==> config.mk <==
export PLATFORM = sky130hd
export DESIGN_NAME = bus_snoop_requester
export DESIGN_NICKNAME = d
export VERILOG_FILES = /design/src/rtl/bus_snoop_requester.sv
export SDC_FILE = /design/constraint.sdc
export NUM_CORES = 1
export LEC_CHECK = 0
export CAP_MARGIN = 40
export CORE_AREA = 2 2 620 622
export DETAILED_ROUTE_END_ITERATION = 8
export DIE_AREA = 0 0 622 624
export SLEW_MARGIN = 20
export SYNTH_ARGS = -nofsm -noshare
export SYNTH_HDL_FRONTEND = slang
export SYNTH_SLANG_ARGS = --single-unit
==> constraint.sdc <==
create_clock -name clk -period 5.4 [get_ports clk]
set_input_delay 0.54 -clock clk [delete_from_list [all_inputs] [get_ports clk]]
set_output_delay 0.54 -clock clk [all_outputs]
set_load 0.01 [all_outputs]
==> src/rtl/bus_snoop_requester.sv <==
// bus_snoop_requester: shared-bus master issuing one op, sampling snoop, capturing HITM line.
module bus_snoop_requester #(
  parameter int lineSize   = 512,
  parameter int addrWidth  = 32,
  parameter int SNOOP_WAIT = 2
) (
  input  logic                 clk,
  input  logic                 rst,
  input  logic                 req_valid,
  output logic                 req_ready,
  input  logic [7:0]           req_op,
  input  logic [addrWidth-1:0] req_addr,
  output logic [7:0]           sharedOperationOut,
  output logic [lineSize-1:0]  sharedBusOut,
  output logic                 sharedBusOE,
  input  logic [lineSize-1:0]  sharedBusIn,
  input  logic [1:0]           snoopIn,
  output logic                 rsp_valid,
  input  logic                 rsp_ready,
  output logic [1:0]           rsp_snoop,
  output logic [lineSize-1:0]  rsp_data,
  output logic                 rsp_err
);
  localparam int CW = $clog2(SNOOP_WAIT + 1);
  typedef enum logic [1:0] {IDLE, ISSUE, CAPTURE, RESP} state_t;
  state_t               state_q, state_d;
  logic [CW-1:0]        cnt_q, cnt_d;
  logic [7:0]           op_q, op_d, sh_op_q, sh_op_d;
  logic [addrWidth-1:0] addr_q, addr_d;
  logic [lineSize-1:0]  sh_bus_q, sh_bus_d, rsp_data_q, rsp_data_d;
  logic                 sh_oe_q, sh_oe_d, req_ready_q, req_ready_d;
  logic                 rsp_valid_q, rsp_valid_d, rsp_err_q, rsp_err_d;
  logic [1:0]           rsp_snoop_q, rsp_snoop_d;
  always_comb begin
    state_d     = state_q;
    cnt_d       = cnt_q;
    op_d        = op_q;
    addr_d      = addr_q;
    sh_op_d     = sh_op_q;
    sh_bus_d    = sh_bus_q;
    sh_oe_d     = sh_oe_q;
    req_ready_d = req_ready_q;
    rsp_valid_d = rsp_valid_q;
    rsp_snoop_d = rsp_snoop_q;
    rsp_data_d  = rsp_data_q;
    rsp_err_d   = rsp_err_q;
    case (state_q)
      IDLE: if (req_valid) begin
        state_d     = ISSUE;
        op_d        = req_op;
        addr_d      = req_addr;
        cnt_d       = '0;
        req_ready_d = 1'b0;
        rsp_data_d  = '0;
        rsp_snoop_d = 2'b00;
        rsp_err_d   = 1'b0;
      end
      // First ISSUE cycle arms the bus (or rejects an illegal opcode); the
      // counter then runs while the bus is driven.
      ISSUE: if (!sh_oe_q) begin
        if (op_q == 8'h00) begin
          state_d     = RESP;
          rsp_valid_d = 1'b1;
          rsp_err_d   = 1'b1;
        end else begin
          sh_oe_d  = 1'b1;
          sh_op_d  = op_q;
          sh_bus_d = lineSize'(addr_q);
        end
      end else if (cnt_q == CW'(SNOOP_WAIT - 1)) begin
        sh_oe_d     = 1'b0;
        sh_op_d     = 8'h00;
        sh_bus_d    = '0;
        state_d     = (snoopIn == 2'b10) ? CAPTURE : RESP;
        rsp_valid_d = snoopIn != 2'b10;
        rsp_snoop_d = (snoopIn == 2'b11) ? 2'b00 : snoopIn;
        rsp_err_d   = snoopIn == 2'b11;
      end else begin
        cnt_d = cnt_q + 1'b1;
      end
      CAPTURE: begin
        rsp_data_d  = sharedBusIn;
        rsp_valid_d = 1'b1;
        state_d     = RESP;
      end
      RESP: if (rsp_ready) begin
        state_d     = IDLE;
        rsp_valid_d = 1'b0;
        req_ready_d = 1'b1;
      end
      default: state_d = IDLE;
    endcase
  end
  always_ff @(posedge clk) begin
    if (rst) begin
      state_q     <= IDLE;
      cnt_q       <= '0;
      op_q        <= '0;
      addr_q      <= '0;
      sh_op_q     <= '0;
      sh_bus_q    <= '0;
      sh_oe_q     <= 1'b0;
      req_ready_q <= 1'b1;
      rsp_valid_q <= 1'b0;
      rsp_snoop_q <= 2'b00;
      rsp_data_q  <= '0;
      rsp_err_q   <= 1'b0;
    end else begin
      state_q     <= state_d;
      cnt_q       <= cnt_d;
      op_q        <= op_d;
      addr_q      <= addr_d;
      sh_op_q     <= sh_op_d;
      sh_bus_q    <= sh_bus_d;
      sh_oe_q     <= sh_oe_d;
      req_ready_q <= req_ready_d;
      rsp_valid_q <= rsp_valid_d;
      rsp_snoop_q <= rsp_snoop_d;
      rsp_data_q  <= rsp_data_d;
      rsp_err_q   <= rsp_err_d;
    end
  end
  assign req_ready          = req_ready_q;
  assign sharedOperationOut = sh_op_q;
  assign sharedBusOut       = sh_bus_q;
  assign sharedBusOE        = sh_oe_q;
  assign rsp_valid          = rsp_valid_q;
  assign rsp_snoop          = rsp_snoop_q;
  assign rsp_data           = rsp_data_q;
  assign rsp_err            = rsp_err_q;
endmodule

==> results of run 1 <==
==> registers in the layout, summed over array words and instances, names as in the netlist <==
register            count
addr_q                 32
cnt_q                   2
op_q                    8
req_ready               1
rsp_data              512
rsp_err                 1
rsp_snoop               2
rsp_valid               1
sharedBusOE             1
sharedBusOut           32
sharedOperationOut      8
state_q                 2
==> cells by family after synthesis <==
| group | Yosys count |
|---|---|
| buffers and inverters | 683 |
| and+or+nand+nor | 626 |
| AOI/OAI and AO/OA | 617 |
| DFF | 602 |
| adders and majority gates | 6 |
| muxes | 1 |
| other | 1 |
==> cell usage after synthesis, types with 2 or more instances <==
master / instances / share of area [%]
dfxtp_1: 602 / 51
nor2_1: 518 / 8.2
a22oi_1: 515 / 16
buf_4: 499 / 16
buf_2: 93 / 2.0
nand2_1: 86 / 1.4
clkbuf_1: 83 / 1.3
a21oi_1: 46 / 0.97
a22o_1: 40 / 1.5
inv_1: 7 / 0.11
ha_1: 6 / 0.32
and2_1: 4 / 0.11
nand2b_1: 4 / 0.11
nor2b_1: 3 / 0.079
o32ai_1: 3 / 0.11
a31oi_1: 2 / 0.053
nor4_2: 2 / 0.11
o21ai_0: 2 / 0.042
o31ai_1: 2 / 0.063
==> area by class of cell <==
| cell class | count | area, um2 |
|---|---|---|
| clock buffers | 111 | 2370 |
| well taps | 5038 | 6300 |
| flip-flops and latches | 602 | 12100 |
| fillers | 43900 | 339000 |
| diodes | 58 | 145 |
| repair buffers | 1158 | 11700 |
| inverters | 7 | 26.3 |
| clock inverters | 41 | 473 |
| multi-input cells | 1730 | 8900 |
==> power breakdown <==
part | internal, mW | switching [mW]
registers | 5.02 | 0.349
logic | 2.07 | 3.26
clock network | 3.45 | 2.53
==> worst paths after layout <==
check,from,endpoint,depth (start not counted)
hold reg to reg,addr_q[10],addr_q[10],2
setup / recovery,state_q[0],rsp_data[257],9
setup reg to reg,state_q[0],rsp_data[257],9
hold / removal,rst,rsp_data[114],2
==> routing by layer <==
| metal | track usage, % | part of all wire (%) | up-vias |
|---|---|---|---|
| li1 | - | - | 9990 |
| met1 | 10.7 | 31 | 10900 |
| met2 | 20.2 | 49 | 1578 |
| met3 | 8.15 | 16 | 520 |
| met4 | 3.69 | 3.7 | 180 |
| met5 | 0 | 0.50 | - |
==> critical path: stages, from the launching register on <==
cell and delay (ns):
dfxtp_1 0.38, inv_1 0.12, ha_1 0.29, and2_1 0.16, buf_4 0.25, a21oi_4 0.59, buf_12 0.33, buf_12 0.37
a22oi_1 0.13, nor2_1 0.12
==> per-stage QoR <==
step / utilization [%] / hold slack (ns) / total power, mW / setup WS, ns
finish: 11.0 / 0.101 / 16.7 / 2.40
detailed placement: 10.2 / 0.447 / 10.9 / 2.10
global route: 11.0 / 0.0696 / 17.5 / 2.12
floorplan: - / 0.436 / 8.14 / 3.53
global placement: 10.2 / 0.443 / 10.8 / 2.11
CTS: 11.0 / 0.0176 / 17.0 / 2.35
==> impl_metrics.ini, run 1 <==
[outcome]
outcome = complete, no violations

[cts]
htree_levels = 3
cts_hold_buf = 0
root_buffer = clkbuf_16
cts_setup_buffers = 0
clk_latency_ns = 0.83
clk_pin_slew_ns = 0.06
cts-resized-gates = 0
clock_sinks = 602
cts_buffers = 88
cts_tree = built
ctsLongestPathBuffers = 4

[logic_synthesis]
synth-xor-area-share_pct = 0
synth_top_family_by_area = compound AO/OA/AOI/OAI gates
synth_area_um2 = 23700
synthSimpleGateAreaFrac_pct = 10.3
synth_edf_count = 0
syn-instance-count = 2536
synthAdderAreaFrac_pct = 0.317
syn-mean-instance-area_um2 = 9.35
synthFlopType = dfxtp_1
synth_compound_area_share_pct = 19.3
synth_seq_cells = 602
ys_async_sr_fraction_pct = 0
yosysWarningCount = 0
synthMuxAreaShare_pct = 0.0475
synth_cell_type_count = 38
seq_area_frac_synth_pct = 50.9

[critical_path]
cp-end-kind = flop
cp_max_fo = 89
startpoint_type = flop
r2r_slack_ns = 2.40
cp_data_required_time_ns = 6.14
crit_type = reg2reg
arrival_ns = 3.74

[layout]
syn2layout_area_growth_pct = 77.0
final_nets = 4151
fin_cells = 8745
mostFrequentLayoutCells = clkdlybuf4s50_1, dfxtp_1, nor2_1
final_common_cell = clkdlybuf4s50_1
drive_gt1_share_pct = 5.18
fin_area_um2 = 41900

[timing]
period_minus_slack_ns = 3.00
timing.setup.tns_ns = 0
clock.fmax_mhz = 333
slew_headroom_pct = 36.2
skew_ns = 0.0462
tightest_slew_ns = 0.957
hold_viol_final = 0
rsz0062_at_grt = no
slew_viol_final = 0
setup_viol = 0
period_share_pct = 55.6

[global_route]
grt_start_max_net_pins = 152
grt_overflow = 0
grt_pass1_wl_um = 277000
antenna_found_initial = 337
gr-usage-all-layers_pct = 11.6
grt_pass1_vias = 19700

[pwr]
irDropWorstVdd_v = 0.000231
p_leak_nw = 14.1
power.density_nw_per_um2 = 398

[placed_design]
port_buffers = 1115
place_congestion = 0.834
placedInstanceArea_um2 = 38900
dpl.hpwl_um = 207000
dpl.cell_count = 8533

[floorplan]
die_w_um = 622
row_count = 227
die_height_um = 624
core_um2 = 381000
fp.dieArea_um2 = 388000
start_util_pct = 6.22
io_pins = 1596

[hold_path]
hp-class = in2reg

[route]
wl_per_cell_um = 27.1
vias = 23100
drt_pass1_iterations = 6
route.detailed.drc = 0
drt-initial-drc-count = 1962
antenna_left = 0
via_per_inst = 2.65
wl_um = 237000

[run]
maxCapViolations = 0
Power figures use the tool's default switching activity.
==> run 2, diff against run 1 <==
Settings changed: CORE_AREA 2 2 620 622 to 2 2 617 619, DIE_AREA 0 0 622 624 to 0 0 619 621.
Clock period 5.4 ns to 2.6 ns, I/O delays scaled along.
==> run 2 against run 1 <==
Against the previous run:
- via count up 1.6%
- first-iteration DRC count down 8.5%
- sequential share of layout area down 1.5 points
- clock power up 100%
- non-clock buffer count up 243
- final area up 5.7%
- utilization up 0.73 points
- largest power group unchanged
- hold slack worse by 0.0083 ns
- die area down 0.96%
- largest cell class is now buffers
- total power up 110%
- clock skew up 0.017 ns
- flip-flop and latch count unchanged
==> impl_metrics.ini, run 2 (synthesis results as in run 1) <==
[cts]
root_buffer = clkbuf_16
clock_sinks = 602
ctsLongestPathBuffers = 4
cts_hold_buf = 238
clk_pin_slew_ns = 0.06
cts-resized-gates = 0
clk_latency_ns = 0.84
cts_setup_buffers = 0
htree_levels = 3
cts_buffers = 86
cts_tree = built

[layout]
n_fill_cell = 43400
drive_gt1_share_pct = 5.01
largest_reg_flops = 512
fin_area_um2 = 44300
final_nets = 4392
final_common_cell = clkdlybuf4s50_1
syn2layout_area_growth_pct = 87.0
mostFrequentLayoutCells = clkdlybuf4s50_1, dfxtp_1, nor2_1

[placed_design]
place_congestion = 0.895
placedInstanceArea_um2 = 39000
port_buffers = 1115
dpl.hpwl_um = 161000

[critical_path]
cp_slowest_stage_delay_ns = 1.05
cp_data_required_time_ns = 2.34
crit_type = reg2out
cp_max_fo = 2
r2r-end = rsp_data[26]
arrival_ns = 2.20
path_buf_inv = 1
ff2ff_path_depth = 8
cp_slowest_cell = clkdlybuf4s50_1
r2r_start = state_q[0]
worstSetupStartpoint = sharedBusOut[6]
cp-end-kind = output pin
startpoint_type = flop
worstPathCellList = clkdlybuf4s50_1
r2r_slack_ns = 0.40
cp_top_family = buffers and inverters

[run]
maxCapViolations = 0

[timing]
hold_viol_final = 0
period_share_pct = 94.6
rsz0062_at_grt = no
slew_headroom_pct = 42.1
setup_viol = 0
skew_ns = 0.0636
clock.fmax_mhz = 407
period_minus_slack_ns = 2.46
slew_viol_final = 0
timing.setup.tns_ns = 0
tightest_slew_ns = 0.866

[hold_path]
worstHoldPathCells = 3
hp-start = sharedBusIn[357]
hp-class = in2reg
worstHoldEndpoint = rsp_data[357]

[global_route]
gr-usage-all-layers_pct = 9.46
antenna_found_initial = 221
grt_overflow = 0
grt_pass1_vias = 21100
grt_pass1_wl_um = 235000
grt_start_max_net_pins = 121

[route]
wl_per_cell_um = 21.4
vias = 23500
drt_pass1_iterations = 6
wl_um = 192000
drt-initial-drc-count = 1795
route.detailed.drc = 0
antenna_left = 0
via_per_inst = 2.62

[floorplan]
die_height_um = 621
row_count = 226
fp.dieArea_um2 = 384000
io_pins = 1596
die_w_um = 619
start_util_pct = 6.27
core_um2 = 378000

[pwr]
finalPower_mw = 34.4
p_leak_nw = 15.1
power.density_nw_per_um2 = 776
irDropWorstVdd_v = 0.000478

[outcome]
outcome = complete, no violations
-- run 2: layout make-up --
cell class              instances  area, um2  area share (%)
repair buffers               1401      14100            31.9
clock inverters                40        440           0.994
well taps                    5016       6280            14.2
flip-flops and latches        602      12100            27.2
multi-input cells            1730       8910            20.1
clock buffers                 109       2320            5.23
diodes                         59        148           0.333
inverters                       7       26.3          0.0593
-- run 2: stage by stage --
stage                     hold WS, ns  cells  setup WS, ns  util, %
after floorplan                 0.396   3015         0.729        -
after global placement          0.445   8518         0.432     10.3
after detailed placement        0.446   8518         0.422     10.3
final                          0.0926   8964         0.140     11.7
after global routing           0.0536   8932        0.0944     11.7
after CTS                    0.000840   8905        0.0592     11.7
-- run 2: worst max path at each step --
stage | end | cells after the start
detailed placement | rsp_data[26] | 8
finish | sharedBusOut[6] | 1
CTS | sharedBusOut[6] | 1
global placement | rsp_data[26] | 7
floorplan | sharedBusOut[10] | 10
global route | sharedOperationOut[3] | 1
-- run 2: worst register-to-register path: cells and delay by family (launching register included) --
family / cells / cell delay (ns)
AO/OA/AOI/OAI: 2 / 0.43
adder cells (fa/ha/maj): 1 / 0.29
buffers and inverters: 3 / 0.72
flip-flops: 1 / 0.38
AND/OR/NAND/NOR: 2 / 0.31
-- run 2: power by group --
part	switching [mW]	total, mW	internal (mW)
clock	5.28	12.1	6.86
combinational	6.43	11.1	4.63
sequential	0.763	11.2	10.4
-- run 2: per-layer routing --
layer  global-route usage, %  vias to the layer above  share of wire (%)
met5                       0                        -               0.46
met4                    3.99                      136                4.7
met3                    5.55                      367                 13
met2                    14.9                     1398                 45
met1                    10.3                    11100                 37
li1                        -                    10500                  -
